File: config.mk
export PLATFORM = sky130hd
export DESIGN_NAME = uart_rx_param
export DESIGN_NICKNAME = d
export VERILOG_FILES = /design/src/rtl/uart_pkg.sv /design/src/rtl/uart_rx_sampler.sv /design/src/rtl/uart_rx_param.sv
export SDC_FILE = /design/constraint.sdc
export NUM_CORES = 1
export LEC_CHECK = 0
export ABC_AREA = 1
export CAP_MARGIN = 20
export CORE_MARGIN = 2
export CORE_UTILIZATION = 50
export CTS_CLUSTER_SIZE = 14
export DETAILED_ROUTE_END_ITERATION = 16
export PLACE_DENSITY = 0.74
export REMOVE_ABC_BUFFERS = 1
export SYNTH_ARGS = -nofsm -noshare
export SYNTH_HDL_FRONTEND = slang
export SYNTH_SLANG_ARGS = --single-unit
File: constraint.sdc
create_clock -name clk -period 1.63 [get_ports clk]
set_input_delay 0.4075 -clock clk [delete_from_list [all_inputs] [get_ports clk]]
set_output_delay 0.4075 -clock clk [all_outputs]
set_load 0.05 [all_outputs]
File: src/rtl/uart_pkg.sv
// uart_pkg: shared UART state encodings, parity modes and configuration limits
package uart_pkg;
  typedef enum logic [2:0] {ST_IDLE, ST_START, ST_DATA, ST_PARITY, ST_STOP} uart_state_e;
  localparam logic PAR_EVEN = 1'b0;
  localparam logic PAR_ODD = 1'b1;
  localparam int DATA_BITS_MIN = 5;
  localparam int DATA_BITS_MAX = 9;
  localparam int OS_MIN = 8;
  localparam int OS_MAX = 64;
  function automatic bit cfg_ok(input int data_bits, input int oversample, input int stop_bits);
    return data_bits >= DATA_BITS_MIN && data_bits <= DATA_BITS_MAX &&
           oversample >= OS_MIN && oversample <= OS_MAX && oversample % 2 == 0 &&
           (stop_bits == 1 || stop_bits == 2);
  endfunction
endpackage

File: src/rtl/uart_rx_sampler.sv
// uart_rx_sampler: rx synchroniser, per-bit tick counter and 3-sample majority vote
module uart_rx_sampler #(
  parameter int OVERSAMPLE = 16
) (
  input  logic clk,
  input  logic rst,
  input  logic tick,
  input  logic rx,
  input  logic clear,
  output logic rxs,
  output logic bit_val,
  output logic bit_done,
  output logic bit_end
);
  localparam int CW = $clog2(OVERSAMPLE);
  localparam logic [CW-1:0] C_LO = CW'(OVERSAMPLE / 2 - 1);
  localparam logic [CW-1:0] C_MID = CW'(OVERSAMPLE / 2);
  localparam logic [CW-1:0] C_HI = CW'(OVERSAMPLE / 2 + 1);
  localparam logic [CW-1:0] C_END = CW'(OVERSAMPLE - 1);
  logic s1, smp0, smp1;
  logic [CW-1:0] cnt;
  assign bit_done = tick && cnt == C_HI;
  assign bit_end = tick && cnt == C_END;
  assign bit_val = (smp0 & smp1) | (smp0 & rxs) | (smp1 & rxs);
  always_ff @(posedge clk) begin
    if (rst) begin
      s1 <= 1'b1;
      rxs <= 1'b1;
      smp0 <= 1'b1;
      smp1 <= 1'b1;
      cnt <= '0;
    end else begin
      {rxs, s1} <= {s1, rx};
      cnt <= clear ? '0 : tick ? (bit_end ? '0 : cnt + 1'b1) : cnt;
      if (tick && cnt == C_LO) smp0 <= rxs;
      if (tick && cnt == C_MID) smp1 <= rxs;
    end
  end
endmodule

File: src/rtl/uart_rx_param.sv
// uart_rx_param: parametrised UART receiver with error reporting and valid/ready output
module uart_rx_param import uart_pkg::*; #(
  parameter int DATA_BITS = 8,
  parameter int OVERSAMPLE = 16,
  parameter int PARITY_EN = 0,
  parameter int PARITY_ODD = 0,
  parameter int STOP_BITS = 1
) (
  input  logic                 clk,
  input  logic                 rst,
  input  logic                 tick_i,
  input  logic                 rx,
  output logic [DATA_BITS-1:0] data_o,
  output logic                 valid_o,
  input  logic                 ready_i,
  output logic                 parity_err_o,
  output logic                 frame_err_o,
  output logic                 overrun_o,
  output logic                 busy_o
);
  localparam logic PAR_MODE = (PARITY_ODD != 0) ? PAR_ODD : PAR_EVEN;
  if (!cfg_ok(DATA_BITS, OVERSAMPLE, STOP_BITS)) begin : g_bad_cfg
    $error("uart_rx_param: unsupported configuration");
  end
  uart_state_e state, state_nx;
  logic rxs, bit_val, bit_done, bit_end;
  logic [DATA_BITS-1:0] shreg;
  logic [3:0] bit_cnt;
  logic stop_cnt, par, ferr;
  logic last_data, deliver;
  uart_rx_sampler #(.OVERSAMPLE(OVERSAMPLE)) u_sampler (
    .clk(clk),
    .rst(rst),
    .tick(tick_i),
    .rx(rx),
    .clear(state == ST_IDLE),
    .rxs(rxs),
    .bit_val(bit_val),
    .bit_done(bit_done),
    .bit_end(bit_end)
  );
  assign last_data = bit_cnt == 4'(DATA_BITS - 1);
  assign deliver = state == ST_STOP && bit_done && stop_cnt == 1'(STOP_BITS - 1);
  always_ff @(posedge clk) state <= rst ? ST_IDLE : state_nx;
  always_comb begin
    state_nx = state;
    case (state)
      ST_IDLE:   state_nx = rxs ? ST_IDLE : ST_START;
      ST_START:  state_nx = (bit_done && bit_val) ? ST_IDLE : bit_end ? ST_DATA : ST_START;
      ST_DATA:   state_nx = (bit_end && last_data) ? (PARITY_EN != 0 ? ST_PARITY : ST_STOP) : ST_DATA;
      ST_PARITY: state_nx = bit_end ? ST_STOP : ST_PARITY;
      ST_STOP:   state_nx = deliver ? ST_IDLE : ST_STOP;
      default:   state_nx = ST_IDLE;
    endcase
  end
  always_ff @(posedge clk) begin
    if (rst) begin
      shreg <= '0;
      bit_cnt <= '0;
      stop_cnt <= 1'b0;
      par <= 1'b0;
      ferr <= 1'b0;
      data_o <= '0;
      valid_o <= 1'b0;
      parity_err_o <= 1'b0;
      frame_err_o <= 1'b0;
      overrun_o <= 1'b0;
      busy_o <= 1'b0;
    end else begin
      busy_o <= state != ST_IDLE;
      overrun_o <= 1'b0;
      if (state == ST_IDLE) begin
        bit_cnt <= '0;
        stop_cnt <= 1'b0;
        par <= 1'b0;
        ferr <= 1'b0;
      end
      if (state == ST_DATA && bit_done) shreg <= {bit_val, shreg[DATA_BITS-1:1]};
      if ((state == ST_DATA || state == ST_PARITY) && bit_done) par <= par ^ bit_val;
      if (state == ST_DATA && bit_end) bit_cnt <= bit_cnt + 1'b1;
      if (state == ST_STOP && bit_done && !bit_val) ferr <= 1'b1;
      if (state == ST_STOP && bit_end) stop_cnt <= stop_cnt + 1'b1;
      if (deliver && (!valid_o || ready_i)) begin
        data_o <= shreg;
        parity_err_o <= PARITY_EN != 0 && par != PAR_MODE;
        frame_err_o <= ferr | !bit_val;
        valid_o <= 1'b1;
      end else begin
        overrun_o <= deliver;
        if (ready_i) valid_o <= 1'b0;
      end
    end
  end
endmodule

Word level (Yosys, flattened, before mapping)
Index checks and enable logic that the tools add are counted.
{"block": "word_totals", "reg_bits": 37, "in_bits": 5, "out_inout_bits": 13, "elab_cells": 73}
{"block": "classes", "addsub": 3, "n_eq_ne": 9, "mux": 15, "n_bitwise": 7, "reduce_logical": 24}
{"operator": "case mux 3 bit (5 select lines)", "n": 1}
{"operator": "logical AND 1 bit", "n": 13}
{"operator": "equality test 4 bit, second input constant", "n": 3}
{"operator": "two-way mux 4 bit", "n": 3}
{"operator": "two-way mux 3 bit", "n": 3}
{"operator": "adder 4 x 1 -> 4 bit, second input constant", "n": 2}
{"operator": "equality test 4 x 3 -> 1 bit, second input constant", "n": 2}
{"operator": "nonzero test 2 bit", "n": 4}
{"operator": "equality test 3 x 2 -> 1 bit, second input constant", "n": 2}
{"operator": "two-way mux 1 bit", "n": 6}
{"operator": "two-way mux 2 bit", "n": 2}
{"operator": "OR reduction 2 bit", "n": 2}
{"operator": "bitwise AND 1 bit", "n": 3}
{"operator": "equality test 3 x 1 -> 1 bit, second input constant", "n": 1}
{"operator": "equality test 3 bit, second input constant", "n": 1}
{"operator": "zero test 3 bit", "n": 1}
{"operator": "bitwise OR 1 bit", "n": 3}
{"operator": "nonzero test 3 bit", "n": 1}
{"operator": "zero test 1 bit", "n": 2}
{"operator": "adder 1 bit, second input constant", "n": 1}
{"operator": "logical OR 1 bit", "n": 1}
{"operator": "inverter 1 bit", "n": 1}

Logic depth before layout (Yosys ltp)
{"block": "depth", "ltp_word": 6, "depth_mapped": 9, "depth_no_buf": 9}

By module
From an unflattened synthesis, not the netlist that was laid out.
{"block": "unflattened", "cells_unflattened": 227, "hier_area_um2": 1717.9}
{"module": "uart_rx_param", "instances": 1, "cells_each": 173, "area_per_inst_um2": 1326.3, "seq_area_each_um2": 580.6}
{"module": "uart_rx_sampler", "instances": 1, "cells_each": 54, "area_per_inst_um2": 391.6, "seq_area_each_um2": 160.2}

Worst setup path after synthesis
No wires, ideal clock.
{"block": "synth_path", "path_type": "input to register", "from": "input tick_i", "to": "register shreg[0]", "setup_time_ns": 0.119, "t_arrival_ns": 1.153, "required_ns": 1.511, "slack_ns": 0.357, "stages": 7, "n_path_buf": 2, "path_cell_list": "buf_4 -> nand2_4 -> nor2_4 -> nand2_4 -> buf_6 -> o21ai_0 -> a21oi_1"}
{"block": "synth_via", "elab_chain_cells": 2}
{"element": "from (decl)", "line_no": "uart_rx_param.sv:11", "source": "input logic tick_i,"}
{"element": "logical AND 1 bit", "line_no": "uart_rx_sampler.sv:22", "source": "assign bit_done = tick && cnt == C_HI;"}
{"element": "logical AND 1 bit", "line_no": "uart_rx_param.sv:78", "source": "if (state == ST_DATA && bit_done) shreg <= {bit_val, shreg[DATA_BITS-1:1]};"}
{"element": "to (signal assigned)", "line_no": "uart_rx_param.sv:78"}
{"element": "to (decl)", "line_no": "uart_rx_param.sv:27", "source": "logic [DATA_BITS-1:0] shreg;"}
Every way passes these cells.
A chain may end at the register's enable or synchronous reset.

Worst setup path in the final report
{"block": "layout_path", "from": "input tick_i", "to": "register bit_cnt[3]"}
{"block": "layout_via", "elab_chain_cells": 3, "elab_cells_between_ends": 4, "classes_between": "mux (1); reduce/logical (3)"}
{"element": "logical AND 1 bit (*)", "line_no": "uart_rx_sampler.sv:23", "source": "assign bit_end = tick && cnt == C_END;"}
{"element": "logical AND 1 bit (*)", "line_no": "uart_rx_param.sv:80", "source": "if (state == ST_DATA && bit_end) bit_cnt <= bit_cnt + 1'b1;"}
{"element": "two-way mux 4 bit or nonzero test 2 bit (tied branches)"}
{"element": "to (signal assigned)", "line_no": "uart_rx_param.sv:80"}
{"element": "to (decl)", "line_no": "uart_rx_param.sv:28", "source": "logic [3:0] bit_cnt;"}
Mark *: on every way between the ends. The rest lies on a longest branch, timed or not.

==> run summary <==
TritonCTS created 5 clock buffers. From synthesis to final layout, the design area changed by 23.3%. After detailed routing, the total wire length is 3020 um. Across the run, the number of max-cap violations was 0. The biggest area contributor in the post-synthesis netlist is sky130_fd_sc_hd__dfxtp_1.

The run finished with clean final reports. The final layout net count is 254. TritonCTS built the clock tree.

The worst setup path is launched from an input port. The total power draw was 0.00146 W. The tools report the count of different cell masters after synthesis as 26. After clock tree synthesis, the setup repair step added 0 buffers. Ranked by total cell area, the synthesized netlist is headed by sky130_fd_sc_hd__dfxtp_1 (45%), sky130_fd_sc_hd__nand2_1 (7.7%), sky130_fd_sc_hd__inv_1 (6.8%), sky130_fd_sc_hd__nor2_1 (6.3%), sky130_fd_sc_hd__a21oi_1 (5.4%). Once the floorplan was initialized, standard cells occupied 53.5% of the core. After synthesis, the largest area contributor takes up 44.6% of total cell area. Static timing analysis puts the maximum clock frequency at 684 MHz. Setup violations remaining at the end of the flow were counted as 0. The overflow left after global routing was 0. The maximum root-to-sink buffer count is 2. The critical path in this run is classified as in -> reg.

The logs give 1,240 for the number of global-route vias before repair and 5310 um for the global-route wire length before repair. The total of warnings raised by yosys is 0. Clock sink total: 37. The worst vdd rail ir drop came out at 0.427 mV. Final sum of negative setup slack: 0 ns. STA puts the critical path data required time at 1.89 ns.

The repair_antennas step left the layout with diodes totalling 0. The number of design-rule violations left by the first detailed-router iteration is 82. The clock network latency to the later pin of the worst-skew pair is 0.35 ns, and the via count is 1,429. Summed over all nets, the half-perimeter wirelength after detailed placement is 2290 um.

The max-slew violation total from the final report was 0; the post-layout minimum cycle time was 1.46 ns. Global routing used 19.3% of the available tracks across all layers. The die outline height came out at 61.6 um. Combinational logic is responsible for 4.9% of the overall power.

The core region is 3100 sq um. STA classifies the critical path endpoint as a register. Data on the critical path arrives at its endpoint at 1.72 ns. In this run the power spent charging and discharging nets is 0.000363 W. In the routed layout, each cell is associated on average with a via count of 4.93. The proportion of synthesized flip-flops having asynchronous set or reset was 0%; the proportion of power drawn by flip-flops and latches was 62.3%. Along the worst path, the maximum fanout reaches 6. The placer congestion estimate was 0.828; the cell leakage power was 0.867 nW.

Synthesis inferred 37 register bits. In this run the count of I/O pins placed on the die edge is 18. The clock transition at the register clock pins on the worst setup and hold paths after CTS was 0.11 ns; the filler-free cell count of the finished design was 290. The worst path uses 89.6% of the clock period. In this run the cell area of the synthesized design comes to 1660 sq um.

The average cell area after synthesis came out at 7.51 sq um. The final hold violation count was 0. The number of input and output port buffers inserted was 16; the number of antenna violations at the first check in global routing was 0. For the number of cell rows, the log shows 20. Gates resized during post-CTS repair numbered 0. The routed wire length per instance was 10.4 um.

The number of H-tree levels was 2. Worst clock skew: 0.00522 ns. Setup repair after global routing left no endpoint under its margin. Class of the most critical hold timing path: reg -> reg. The most used flip-flop cell after synthesis is sky130_fd_sc_hd__dfxtp_1. The cell count after placement was 282; the count of hold-fix buffers inserted at cts was 0. The tools report the buffer cell driving the clock tree root as sky130_fd_sc_hd__clkbuf_4. Before antenna repair, the detailed router went through 4 iterations. Once detail routing completed, the nets flagged for antenna violations numbered 0.

The number of DRC violations after detailed routing was 0. The die covers 3800 sq um. For the sequential area share after synthesis, the log shows 44.6%. Entering global routing, the biggest net connects 17 pins.

Net switching is 24.8% of the power. Synthesis produced a netlist whose cell count is 221. Cell internal power was estimated by the tool at 0.00110 W. The clock network is responsible for 32.7% of the overall power. The power density relative to cell area works out to 715 nW/um^2.

Cells with a size suffix above 1 make up 16.7% of the layout. The die width is 61.6 um, and the number of flops mapped to enable cells by yosys is 0.
-- layout make-up --
type	count	area, sq um
inverters	32	120
well taps	44	55.1
repair buffers	25	323
clock buffers	5	37.5
clock inverters	3	17.5
multi-input cells	144	752
fillers	285	1060
flip-flops and latches	37	741
-- logic make-up (layout without fill, tap and decap cells) --
logic type | after synthesis | in the layout | synth area share, %
AOI/OAI and AO/OA | 40 | 40 | 12.6
buffers and inverters | 40 | 65 | 10.0
other | 1 | 1 | 0.226
DFF | 37 | 37 | 44.6
adders and majority gates | 4 | 4 | 3.02
and+or+nand+nor | 99 | 99 | 29.5
-- synthesized netlist by cell type (2+ instances only) --
cell type and number:
sky130_fd_sc_hd__nand4_1 11, sky130_fd_sc_hd__nand3_1 12, sky130_fd_sc_hd__nor2_4 2, sky130_fd_sc_hd__dfxtp_1 37
sky130_fd_sc_hd__inv_2 2, sky130_fd_sc_hd__nor2_1 28, sky130_fd_sc_hd__nor3_1 4, sky130_fd_sc_hd__clkbuf_1 3
sky130_fd_sc_hd__o311ai_0 2, sky130_fd_sc_hd__or2_2 3, sky130_fd_sc_hd__a21oi_1 18, sky130_fd_sc_hd__nand2_1 34
sky130_fd_sc_hd__ha_1 4, sky130_fd_sc_hd__inv_1 30, sky130_fd_sc_hd__nand2_4 2, sky130_fd_sc_hd__buf_4 2
sky130_fd_sc_hd__o21ai_0 18
-- path summary, 6_finish.rpt --
| path | start | end | slack [ns] | cells past startpoint |
|---|---|---|---|---|
| max | tick_i | bit_cnt[3] | 0.17 | 6 |
| min | u_sampler.s1 | u_sampler.rxs | 0.42 | 1 |
| min reg2reg | u_sampler.s1 | u_sampler.rxs | 0.42 | 1 |
| max reg2reg | u_sampler.cnt[0] | bit_cnt[3] | 0.20 | 6 |
-- layer usage --
| metal | vias to the layer above | share of wire [%] | GRT usage [%] |
|---|---|---|---|
| li1 | 768 | - | - |
| met1 | 623 | 50 | 25.5 |
| met3 | 8 | 5.8 | 7.35 |
| met5 | - | 0 | 0 |
| met2 | 30 | 42 | 28.3 |
| met4 | 0 | 2.1 | 8.21 |
-- registers in the layout, summed over array words and instances (netlist names) --
signal and flops:
busy_o 1, bit_cnt 4, u_sampler.rxs 1, u_sampler.s1 1
u_sampler.smp0 1, ferr 1, valid_o 1, state 3
u_sampler.smp1 1, frame_err_o 1, shreg 8, data_o 8
u_sampler.cnt 4, stop_cnt 1, overrun_o 1
-- power groups by stage --
| stage | sequential (W) | combinational (W) | clock [W] |
|---|---|---|---|
| after floorplan | 0.000935 | 0.0000350 | 0 |
| after global placement | 0.000932 | 0.0000711 | 0 |
| after detailed placement | 0.000932 | 0.0000718 | 0 |
| after CTS | 0.000912 | 0.0000723 | 0.000496 |
| after global routing | 0.000913 | 0.0000815 | 0.000531 |
| final | 0.000912 | 0.0000719 | 0.000479 |
-- metrics by stage --
step                      utilization, %  cell area (sq um)  setup WS [ns]  hold slack, ns
final                               65.9               2050          0.169           0.421
after global routing                65.9               2050         0.0256           0.456
after global placement              64.2               1990         -0.157           0.391
after CTS                           65.9               2050          0.195           0.421
after detailed placement            64.2               1990         -0.188           0.393
after floorplan                        -               1610          0.209           0.389
-- critical path, cell delays in order --
cell	delay, ns
sky130_fd_sc_hd__clkdlybuf4s50_1	0.58
sky130_fd_sc_hd__nand3_1	0.17
sky130_fd_sc_hd__nor2_2	0.24
sky130_fd_sc_hd__nand2_1	0.16
sky130_fd_sc_hd__nand3_1	0.10
sky130_fd_sc_hd__a21oi_1	0.07
-- cells in the final DEF (no fill, tap or decap) --
cell type                         instances
sky130_fd_sc_hd__inv_2                    2
sky130_fd_sc_hd__nor2_2                   1
sky130_fd_sc_hd__o22ai_1                  1
sky130_fd_sc_hd__buf_4                   11
sky130_fd_sc_hd__nor2_8                   1
sky130_fd_sc_hd__inv_1                   30
sky130_fd_sc_hd__buf_12                  10
sky130_fd_sc_hd__clkbuf_4                 5
sky130_fd_sc_hd__nand3_1                 12
sky130_fd_sc_hd__nor3_1                   4
sky130_fd_sc_hd__nand3_4                  1
sky130_fd_sc_hd__clkinvlp_4               1
sky130_fd_sc_hd__conb_1                   1
sky130_fd_sc_hd__o21ai_1                  1
sky130_fd_sc_hd__nand2_1                 34
sky130_fd_sc_hd__nor2_1                  28
sky130_fd_sc_hd__o311ai_0                 2
sky130_fd_sc_hd__nand2_4                  2
sky130_fd_sc_hd__dfxtp_1                 37
sky130_fd_sc_hd__nor2_4                   2
sky130_fd_sc_hd__nand4_1                 11
sky130_fd_sc_hd__clkdlybuf4s50_1          4
sky130_fd_sc_hd__o21ai_0                 18
sky130_fd_sc_hd__ha_1                     4
sky130_fd_sc_hd__clkinv_2                 2
sky130_fd_sc_hd__or2_2                    3
sky130_fd_sc_hd__a21oi_1                 18
Power figures use the tool's default switching activity.
==> RTL change, RTL diff (same flow settings) <==
Set the parameter `PARITY_EN` to 1 (it was 0).
--- a/src/rtl/uart_rx_param.sv
+++ b/src/rtl/uart_rx_param.sv
@@ -4,3 +4,3 @@
   parameter int OVERSAMPLE = 16,
-  parameter int PARITY_EN = 0,
+  parameter int PARITY_EN = 1,
   parameter int PARITY_ODD = 0,
Function: no difference found for any inputs over 10 cycles, from zero or initial values and one cycle with rst high; that may be too few to reach the edited logic, so the function may still have changed.
==> RTL change against the original RTL <==
Power increased by 2.5%; final area is 5.1% higher; cell count increased by 5.5%; highest routed layer unchanged; largest power group unchanged; sequential cell count increased by 2; worst setup slack improved by 0.035 ns; wire length is 9.5% higher; synthesized area increased by 5.6%.
==> RTL change: results (changes against the original RTL) <==
Gpl congestion - 0.841 (was 0.828)
Final WL - 3310 µm (was 3020 µm)
Vias in the first global route - 1,406 (was 1,240)
Worst-Margin Slew - 0.418 ns
DR pass1 iterations - 4 (unchanged)
Cells after DPL - 298 (was 282)
Synth top cells by count - 40 x nand2_1, 39 x dfxtp_1, 32 x inv_1, 30 x nor2_1, 18 x a21oi_1 (was 37 x dfxtp_1, 34 x nand2_1, 30 x inv_1, 28 x nor2_1)
Maximum VDD drop - 615 µV (was 427 µV)
Remaining Overflow, GRT - 0 (unchanged)
H-tree depth - 2 (unchanged)
FFs w/ async S/R, synth - 0% (unchanged)
Pre-CTS setup slack - -0.314 ns (was -0.188 ns)
# fillers - 311 (was 285)
Largest net degree at the start of global routing - 19 (was 17)
CP Data Arrival Time - 1.68 ns (was 1.72 ns)
Final Skew - 0.00963 ns (was 0.00522 ns)
Initial DRC count - 91 (was 82)
Number of port buffers - 17 (was 16)
Biggest regs - data_o x8, shreg x8 (unchanged)
Layout cell share with drive strength beyond 1 - 15.8% (was 16.7%)
Syn Area/Cell - 7.42 µm² (was 7.51 µm²)
Distinct cells, synth - 24 (was 26)
First-pass GRT wire length - 5930 µm (was 5310 µm)
CP max FO - 5 (was 6)
Status - completed (unchanged)
Maximum buffer depth of the clock tree - 2 (unchanged)
All-layer global routing usage - 18.8% (was 19.3%)
Synth top area cells - dfxtp_1 45%, nand2_1 8.6%, inv_1 6.9% (was dfxtp_1 45%, nand2_1 7.7%, inv_1 6.8%)
Sequential-to-total area share from yosys stat - 44.6% (about the same)
Number of vias per cell - 5.02 (was 4.93)
Final nets - 268 (was 254)
DPL Wire Length - 2470 µm (was 2290 µm)
Number of antenna violations at the first check in global routing - 0 (unchanged)
Worst skew pair latency - 0.35 ns (about the same)
Ys Warns - 0 (unchanged)
Slowest stage delay, CP - 0.42 ns (was 0.58 ns)
CP delay by family, top - flip-flops (was simple AND/OR/NAND/NOR gates)
Slowest-stage cell, CP - dfxtp_1 (was clkdlybuf4s50_1)
Root Driver - clkbuf_4 (unchanged)
# diodes - 0 (unchanged)
Placed Area - 2090 µm² (was 1990 µm²)
Leak pwr - 0.931 nW (was 0.867 nW)
Detailed-route via count - 1,537 (was 1,429)
Hold/Removal Path Class - register to register (unchanged)
Post-route ant nets - 0 (unchanged)
TritonCTS Buffers - 5 (unchanged)
Clock Pin Slew Worst Setup and Hold Paths - 0.11 ns (about the same)
## RTL change: changes by cell type after synthesis, sizes merged, moves of 2 or more
| cell | before | now |
|---|---|---|
| dfxtp | 37 | 39 |
| inv | 32 | 37 |
| nor2 | 32 | 34 |
| nand2 | 36 | 43 |
## RTL change: area by class of cell
type / instances / area (µm²) / share of cell area (%)
inverters: 37 / 139 / 6.46
clock inverters: 1 / 5.00 / 0.233
repair buffers: 23 / 323 / 15.0
clock buffers: 7 / 45.0 / 2.10
multi-input cells: 153 / 800 / 37.2
flip-flops and latches: 39 / 781 / 36.3
well taps: 46 / 57.6 / 2.68
## RTL change: routing by layer
layer | part of all wire, % | up-vias | track usage [%] | wire (µm)
met5 | 0 | - | 0 | 0
met4 | 2.5 | 0 | 10.6 | 84
met3 | 4.0 | 10 | 4.29 | 131
met2 | 45 | 32 | 29.8 | 1500
met1 | 48 | 691 | 23.5 | 1590
li1 | - | 804 | - | -
## RTL change: power breakdown
group          switching, mW  leakage, nW  internal, mW  total (mW)
Sequential           0.00252        0.315         0.957       0.960
Combinational         0.0402        0.587        0.0260      0.0662
Clock                  0.305       0.0293         0.168       0.473
Total                  0.348        0.931          1.15        1.50
## RTL change: worst paths after layout
| check | startpoint | end | slack, ns | cells after the start |
|---|---|---|---|---|
| worst min register to register | u_sampler.s1 | u_sampler.rxs | 0.42 | 1 |
| worst max register to register | u_sampler.cnt[0] | state[1] | 0.20 | 6 |
| worst max-delay path | u_sampler.cnt[0] | state[1] | 0.20 | 6 |
| worst min-delay path | u_sampler.s1 | u_sampler.rxs | 0.42 | 1 |
## RTL change: through the flow
stage | hold slack (ns) | power, mW | setup TNS (ns)
final | 0.425 | 1.50 | 0
after global routing | 0.463 | 1.58 | 0
after CTS | 0.426 | 1.52 | 0
after detailed placement | 0.400 | 1.05 | -7.45
after global placement | 0.391 | 1.05 | -6.53
after floorplan | 0.389 | 1.02 | 0
## RTL change: logic make-up after synthesis
| kind of cell | after synthesis | share of synthesized area (%) |
|---|---|---|
| flops | 39 | 44.6 |
| compound gates | 40 | 11.9 |
| fa+ha+maj | 4 | 2.86 |
| buf+inv | 44 | 10.2 |
| simple gates | 109 | 30.5 |
## RTL change: timing repair
item,4_1_cts,5_1_grt
endpoints found under the hold margin,0,0
setup buffers,0,0
endpoints found under the setup margin,0,8
gates resized for setup,0,3
